==> config.mk <==
export PLATFORM = sky130hd
export DESIGN_NAME = data_pipe_rr_arbiter_flat
export DESIGN_NICKNAME = d
export VERILOG_FILES = /design/src/rtl/data_pipe_rr_arbiter_if.sv /design/src/rtl/data_pipe_rr_arbiter.sv /design/src/flat_wrapper.sv
export SDC_FILE = /design/constraint.sdc
export NUM_CORES = 1
export LEC_CHECK = 0
export BUFFER_PORTS_ARGS = -buffer_cell sky130_fd_sc_hd__buf_2
export CAP_MARGIN = 20
export CORE_MARGIN = 5
export CORE_UTILIZATION = 50
export CTS_CLUSTER_SIZE = 8
export DETAILED_ROUTE_END_ITERATION = 16
export GPL_TIMING_DRIVEN = 0
export PLACE_DENSITY = 0.72
export SETUP_SLACK_MARGIN = 0.1
export SLEW_MARGIN = 20
export SYNTH_ARGS = -nofsm -noshare
export SYNTH_HDL_FRONTEND = slang
export SYNTH_SLANG_ARGS = --single-unit
==> constraint.sdc <==
create_clock -name clock -period 3.7 [get_ports clock]
set_input_delay 0.185 -clock clock [delete_from_list [all_inputs] [get_ports clock]]
set_output_delay 0.185 -clock clock [all_outputs]
set_load 0.05 [all_outputs]
==> src/rtl/data_pipe_rr_arbiter_if.sv <==
// data_pipe_rr_arbiter_if: select/handshake bundle between the arbiter and the NUM:1 interconnect
interface data_pipe_rr_arbiter_if #(
  parameter int NUM   = 8,
  parameter int NSIZE = ($clog2(NUM) < 1) ? 1 : $clog2(NUM),
  parameter int CSIZE = 16
);
  logic [NUM-1:0]   req;
  logic             up_hs;
  logic [NSIZE-1:0] curr_path;
  logic [NSIZE-1:0] sw;
  logic             vld_sw;
  logic [NUM-1:0]   grant_oh;
  logic [CSIZE-1:0] beat_cnt;
  modport master (input req, up_hs, curr_path, output sw, vld_sw, grant_oh, beat_cnt);
  modport slave  (output req, up_hs, curr_path, input sw, vld_sw, grant_oh, beat_cnt);
endinterface

==> src/rtl/data_pipe_rr_arbiter.sv <==
// data_pipe_rr_arbiter: round-robin sw/vld_sw select for the NUM:1 interconnect; `DATA_ARB_FIXED_PRIO_EN selects lowest-index priority
module data_pipe_rr_arbiter #(
  parameter int NUM       = 8,
  parameter int NSIZE     = ($clog2(NUM) < 1) ? 1 : $clog2(NUM),
  parameter int MAX_BEATS = 16,
  parameter int CSIZE     = 16
) (
  input  logic clock,
  input  logic rst_n,
  input  logic clk_en,
  data_pipe_rr_arbiter_if.master bus
);
  localparam logic [1:0] ARB   = 2'd0;
  localparam logic [1:0] WAIT  = 2'd1;
  localparam logic [1:0] GRANT = 2'd2;
  localparam logic [1:0] REL   = 2'd3;
  localparam logic [CSIZE-1:0] LAST_BEAT = CSIZE'((MAX_BEATS == 0) ? 0 : MAX_BEATS - 1);
  logic [1:0]       state;
  logic [NSIZE-1:0] last;
  logic [NSIZE-1:0] winner;
  logic             found;
  logic             hit_max;
  logic             req_drop;
`ifndef DATA_ARB_FIXED_PRIO_EN
  localparam int IW = NSIZE + 1;
  logic [NSIZE:0]   idx;
`endif
  assign hit_max  = bus.up_hs && (MAX_BEATS != 0) && (bus.beat_cnt == LAST_BEAT);
  assign req_drop = !bus.req[bus.sw];
  // pick the next requester; scanning backwards lets the first hit in scan order win
  always_comb begin
    winner = '0;
    found  = 1'b0;
`ifdef DATA_ARB_FIXED_PRIO_EN
    for (int i = NUM - 1; i >= 0; i--) begin
      if (bus.req[i]) begin
        winner = NSIZE'(i);
        found  = 1'b1;
      end
    end
`else
    idx = '0;
    for (int i = NUM; i >= 1; i--) begin
      idx = {1'b0, last} + IW'(i);
      if (idx >= IW'(NUM)) idx = idx - IW'(NUM);
      if (bus.req[idx[NSIZE-1:0]]) begin
        winner = idx[NSIZE-1:0];
        found  = 1'b1;
      end
    end
`endif
  end
  // grant FSM with beat counter; select outputs are registered and drop on entry to REL
  always_ff @(posedge clock) begin
    if (!rst_n) begin
      state        <= ARB;
      bus.sw       <= '0;
      bus.vld_sw   <= 1'b0;
      bus.grant_oh <= '0;
      bus.beat_cnt <= '0;
      last         <= NSIZE'(NUM - 1);
    end else if (clk_en) begin
      case (state)
        ARB: begin
          if (found) begin
            bus.sw       <= winner;
            bus.vld_sw   <= 1'b1;
            bus.grant_oh <= NUM'(1) << winner;
            bus.beat_cnt <= '0;
            state        <= WAIT;
          end
        end
        WAIT: begin
          if (bus.curr_path == bus.sw) state <= GRANT;
          else if (req_drop) begin
            bus.vld_sw   <= 1'b0;
            bus.grant_oh <= '0;
            state        <= REL;
          end
        end
        GRANT: begin
          if (bus.up_hs && bus.beat_cnt != '1) bus.beat_cnt <= bus.beat_cnt + CSIZE'(1);
          if (hit_max || (req_drop && !bus.up_hs)) begin
            bus.vld_sw   <= 1'b0;
            bus.grant_oh <= '0;
            state        <= REL;
          end
        end
        default: begin
`ifndef DATA_ARB_FIXED_PRIO_EN
          last <= bus.sw;
`endif
          bus.beat_cnt <= '0;
          state        <= ARB;
        end
      endcase
    end
  end
endmodule

==> src/flat_wrapper.sv <==
// flat-port wrapper written by rule: the top's interface ports become plain ports
module data_pipe_rr_arbiter_flat 
#(
  parameter int NUM       = 8,
  parameter int NSIZE     = ($clog2(NUM) < 1) ? 1 : $clog2(NUM),
  parameter int MAX_BEATS = 16,
  parameter int CSIZE     = 16
)
  (clock, rst_n, clk_en, bus_req, bus_up_hs, bus_curr_path, bus_sw, bus_vld_sw, bus_grant_oh, bus_beat_cnt);
  data_pipe_rr_arbiter_if #(.NUM(NUM), .NSIZE(NSIZE), .CSIZE(CSIZE)) bus_i ();
  input  logic clock;
  input  logic rst_n;
  input  logic clk_en;
  input wire logic [$bits(bus_i.req)-1:0] bus_req;
  input wire logic [$bits(bus_i.up_hs)-1:0] bus_up_hs;
  input wire logic [$bits(bus_i.curr_path)-1:0] bus_curr_path;
  output wire logic [$bits(bus_i.sw)-1:0] bus_sw;
  output wire logic [$bits(bus_i.vld_sw)-1:0] bus_vld_sw;
  output wire logic [$bits(bus_i.grant_oh)-1:0] bus_grant_oh;
  output wire logic [$bits(bus_i.beat_cnt)-1:0] bus_beat_cnt;
  assign bus_i.req = bus_req;
  assign bus_i.up_hs = bus_up_hs;
  assign bus_i.curr_path = bus_curr_path;
  assign bus_sw = bus_i.sw;
  assign bus_vld_sw = bus_i.vld_sw;
  assign bus_grant_oh = bus_i.grant_oh;
  assign bus_beat_cnt = bus_i.beat_cnt;
  data_pipe_rr_arbiter #(.NUM(NUM), .NSIZE(NSIZE), .MAX_BEATS(MAX_BEATS), .CSIZE(CSIZE)) u_core (.clock(clock), .rst_n(rst_n), .clk_en(clk_en), .bus(bus_i));
endmodule
==> impl_metrics.tcl <==
set metrics [dict create \
    start_util_pct 50.5 \
    finalSetupViolCount 0 \
    grt_antenna_before_repair 0 \
    power_density_mw_per_mm2 338 \
    switchingPower_mw 0.320 \
    intPower_mw 0.697 \
    fin_skew_ps 5.67 \
    cp_max_fo 10 \
    max_freq_mhz 299 \
    grt_pass1_wl_mm 10.9 \
    ff2ff_path_depth 12 \
    synth-compound-area-share_pct 17.3 \
    ys_warn_count 0 \
    clock-root-buffer "clkbuf_8" \
    ys_seq_elements 33 \
    postRouteAntennaNets 0 \
    critPathKind "reg -> reg" \
    antenna_cells 0 \
    final_core_util_pct 59.7 \
    required_ps 3930 \
    place_inst 409 \
    drive_gt1_share_pct 23.7 \
    tightest_slew_ps 490 \
    synth-simple-area-share_pct 21.4 \
    cts_buffers 5 \
    first_iter_violations 205 \
    syn_area_per_cell_um2 8.58 \
    clockBufferDepth 2 \
    reg2reg_slack_ps 350 \
    ys_seq_area_share_pct 25.9 \
    core-area_mm2 0.00504 \
    pwr-share-clk_pct 34.9 \
    syn-num-nets 320 \
    cts_max_level 2 \
    clk_pin_slew_ps 70 \
    synthTopCellsByCount "33 x dfxtp_1, 32 x nand2_1, 28 x nor2_1" \
    p_sw_share_pct 31.5 \
    yosys.area.top_type "dfxtp_1" \
    globalplace.congestion 0.909 \
    clk_latency_ps 280 \
    syn-cell-area_mm2 0.00255 \
    critPathLaunch "u_core.last[1]" \
    ys_types 51 \
    critPathLaunchType "register" \
    layout.nets 372 \
    areaGrowthSynthToFinish_pct 18.1 \
    maxSlewHeadroom_pct 67.3 \
    hpwl_mm 4.75 \
    synthXorXnorAreaFrac_pct 4.47 \
    synthMuxAreaShare_pct 21.5 \
    cp-endpoint "u_core.bus.grant_oh[0]" \
    placement_rows 26 \
    cp-end-kind "register" \
    ir_worst_vdd_v 0.000227 \
    status "finished, final reports clean" \
    hold_class "in -> reg" \
    power_frac_seq_pct 38.1 \
    finalMaxSlewViolations 0 \
    globalRouteTotalUtil_pct 20.8 \
    synth_cells 297 \
    fin_cells 420 \
    postSynth.asyncResetShare_pct 0 \
    wire_per_inst_um 15.4 \
    die_y_um 81.4 \
    hp-start "rst_n" \
    r2r-end "u_core.bus.grant_oh[0]" \
    leakage_nw 1.26 \
    grt_pass1_vias 2352 \
    synthAdderAreaFrac_pct 3.93 \
    synth_most_common_cell "dfxtp_1" \
    maxCapViolations 0 \
    r2r-start "u_core.last[1]" \
    wl_mm 6.46 \
    io_pins 43 \
    power.total_mw 1.02 \
    grt_overflow 0 \
    placement.io_buffers 42 \
    period_share_pct 90.4 \
    firstDrtPassIters 5 \
    die_w_um 81.4 \
    num_vias 2475 \
    final_hold_viol_count 0 \
    cts_tree "yes" \
    clkSinkCount 33 \
    rsz0062_at_grt "no" \
    ys.flop_type "dfxtp_1" \
    grt_max_degree 11 \
    yosys-top-cells-area "dfxtp_1 26%, mux4_2 9.7%, mux2i_1 6.3%, nand2_1 4.7%, a21oi_1 4.3%" \
    synth_edf_count 0 \
    dieArea_mm2 0.00663 \
    synth_top_family_by_area "multiplexers" \
    yosysTopAreaCellShare_pct 25.9 \
    combPwrFrac_pct 27.0 \
    critical_path_arrival_ps 3580 \
    drc 0 \
    hold_depth 2 \
    min_period_ps 3350 \
    vias_per_cell 5.89 \
]
-- through the flow --
stage                     cell area, um^2  hold slack (ps)  setup TNS, ps  setup slack, ps
after CTS                            2980              128              0              157
after detailed placement             2850              431          -17.0            -17.0
after global placement               2850              428              0             9.42
after global routing                 3010              139              0              115
final                                3010              136              0              354
after floorplan                      2550              257              0              473
-- power groups by stage --
stage / Sequential [mW] / Combinational [mW] / Clock, mW
floorplan: 0.429 / 0.165 / 0
global placement: 0.395 / 0.259 / 0
detailed placement: 0.395 / 0.263 / 0
CTS: 0.387 / 0.270 / 0.361
global route: 0.389 / 0.300 / 0.380
finish: 0.387 / 0.275 / 0.355
-- cells by family (layout without fill, tap and decap cells) --
kind of cell             after synthesis  in the layout
AND/OR/NAND/NOR                      107            107
AO/OA/AOI/OAI                         70             70
multiplexers                          34             34
buffers and inverters                 32             85
XOR/XNOR                              13             13
adder cells (fa/ha/maj)                8              8
flip-flops                            33             33
-- state kept, by name (all words and copies together), names as in the netlist --
register,flops
u_core.bus.beat_cnt,16
u_core.bus.grant_oh,8
u_core.state,2
u_core.last,3
u_core.bus.sw,3
u_core.bus.vld_sw,1
-- worst min path at each step --
stage                           endpoint  slack, ps
after global routing      u_core.last[2]        140
final                     u_core.last[2]        140
after detailed placement  u_core.last[2]        430
after CTS                 u_core.last[2]        130
after global placement    u_core.last[2]        430
after floorplan           u_core.last[0]        260
-- metal layers --
| layer | GRT usage [%] | vias up | part of all wire [%] |
|---|---|---|---|
| li1 | - | 1202 | - |
| met1 | 26.4 | 1194 | 45 |
| met2 | 34.7 | 73 | 50 |
| met3 | 3.77 | 6 | 4.6 |
| met4 | 8.61 | 0 | 0.68 |
| met5 | 0 | - | 0 |
-- critical path, stage by stage (launching register included) --
cell and delay (ps):
dfxtp_1 330, clkbuf_4 200, buf_4 210, clkinv_2 140, ha_1 290, buf_2 200, mux4_2 600, nor2_1 210
a41oi_2 190, and4b_1 260, nor2_1 380, and2_1 200, a31o_1 90
-- placed cells by master, fill, tap and decap left out, drive strengths merged, types with 3 or more instances in the layout --
cell type	Yosys	final
dfxtp	33	33
nor2	29	29
nand3	12	12
nor3	7	7
inv	17	17
nor4	3	3
o21ai	18	18
clkbuf	7	15
a211oi	3	3
mux2	3	3
buf	6	50
nand4	5	5
ha	8	8
or3	9	9
mux2i	16	16
a21oi	22	22
xnor2	12	12
nand2	32	32
o31ai	7	7
mux4	15	15
-- area by class of cell --
cell class              instances  area (um^2)
fillers                       475         2030
multi-input cells             232         1760
flip-flops and latches         33          661
repair buffers                 45          233
well taps                      70         87.6
clock buffers                   7         86.3
inverters                      19         76.3
plain buffers                  13         73.8
clock inverters                 1         30.0
-- timing repair --
| item | 4_1_cts | 5_1_grt |
|---|---|---|
| buffers inserted | 2 | 1 |
| pin swaps | 0 | 1 |
| hold buffers | 0 | 0 |
| resized for setup | 2 | 7 |
| endpoints found under the setup margin | 19 | 22 |
(Power assumes the default switching activity.)
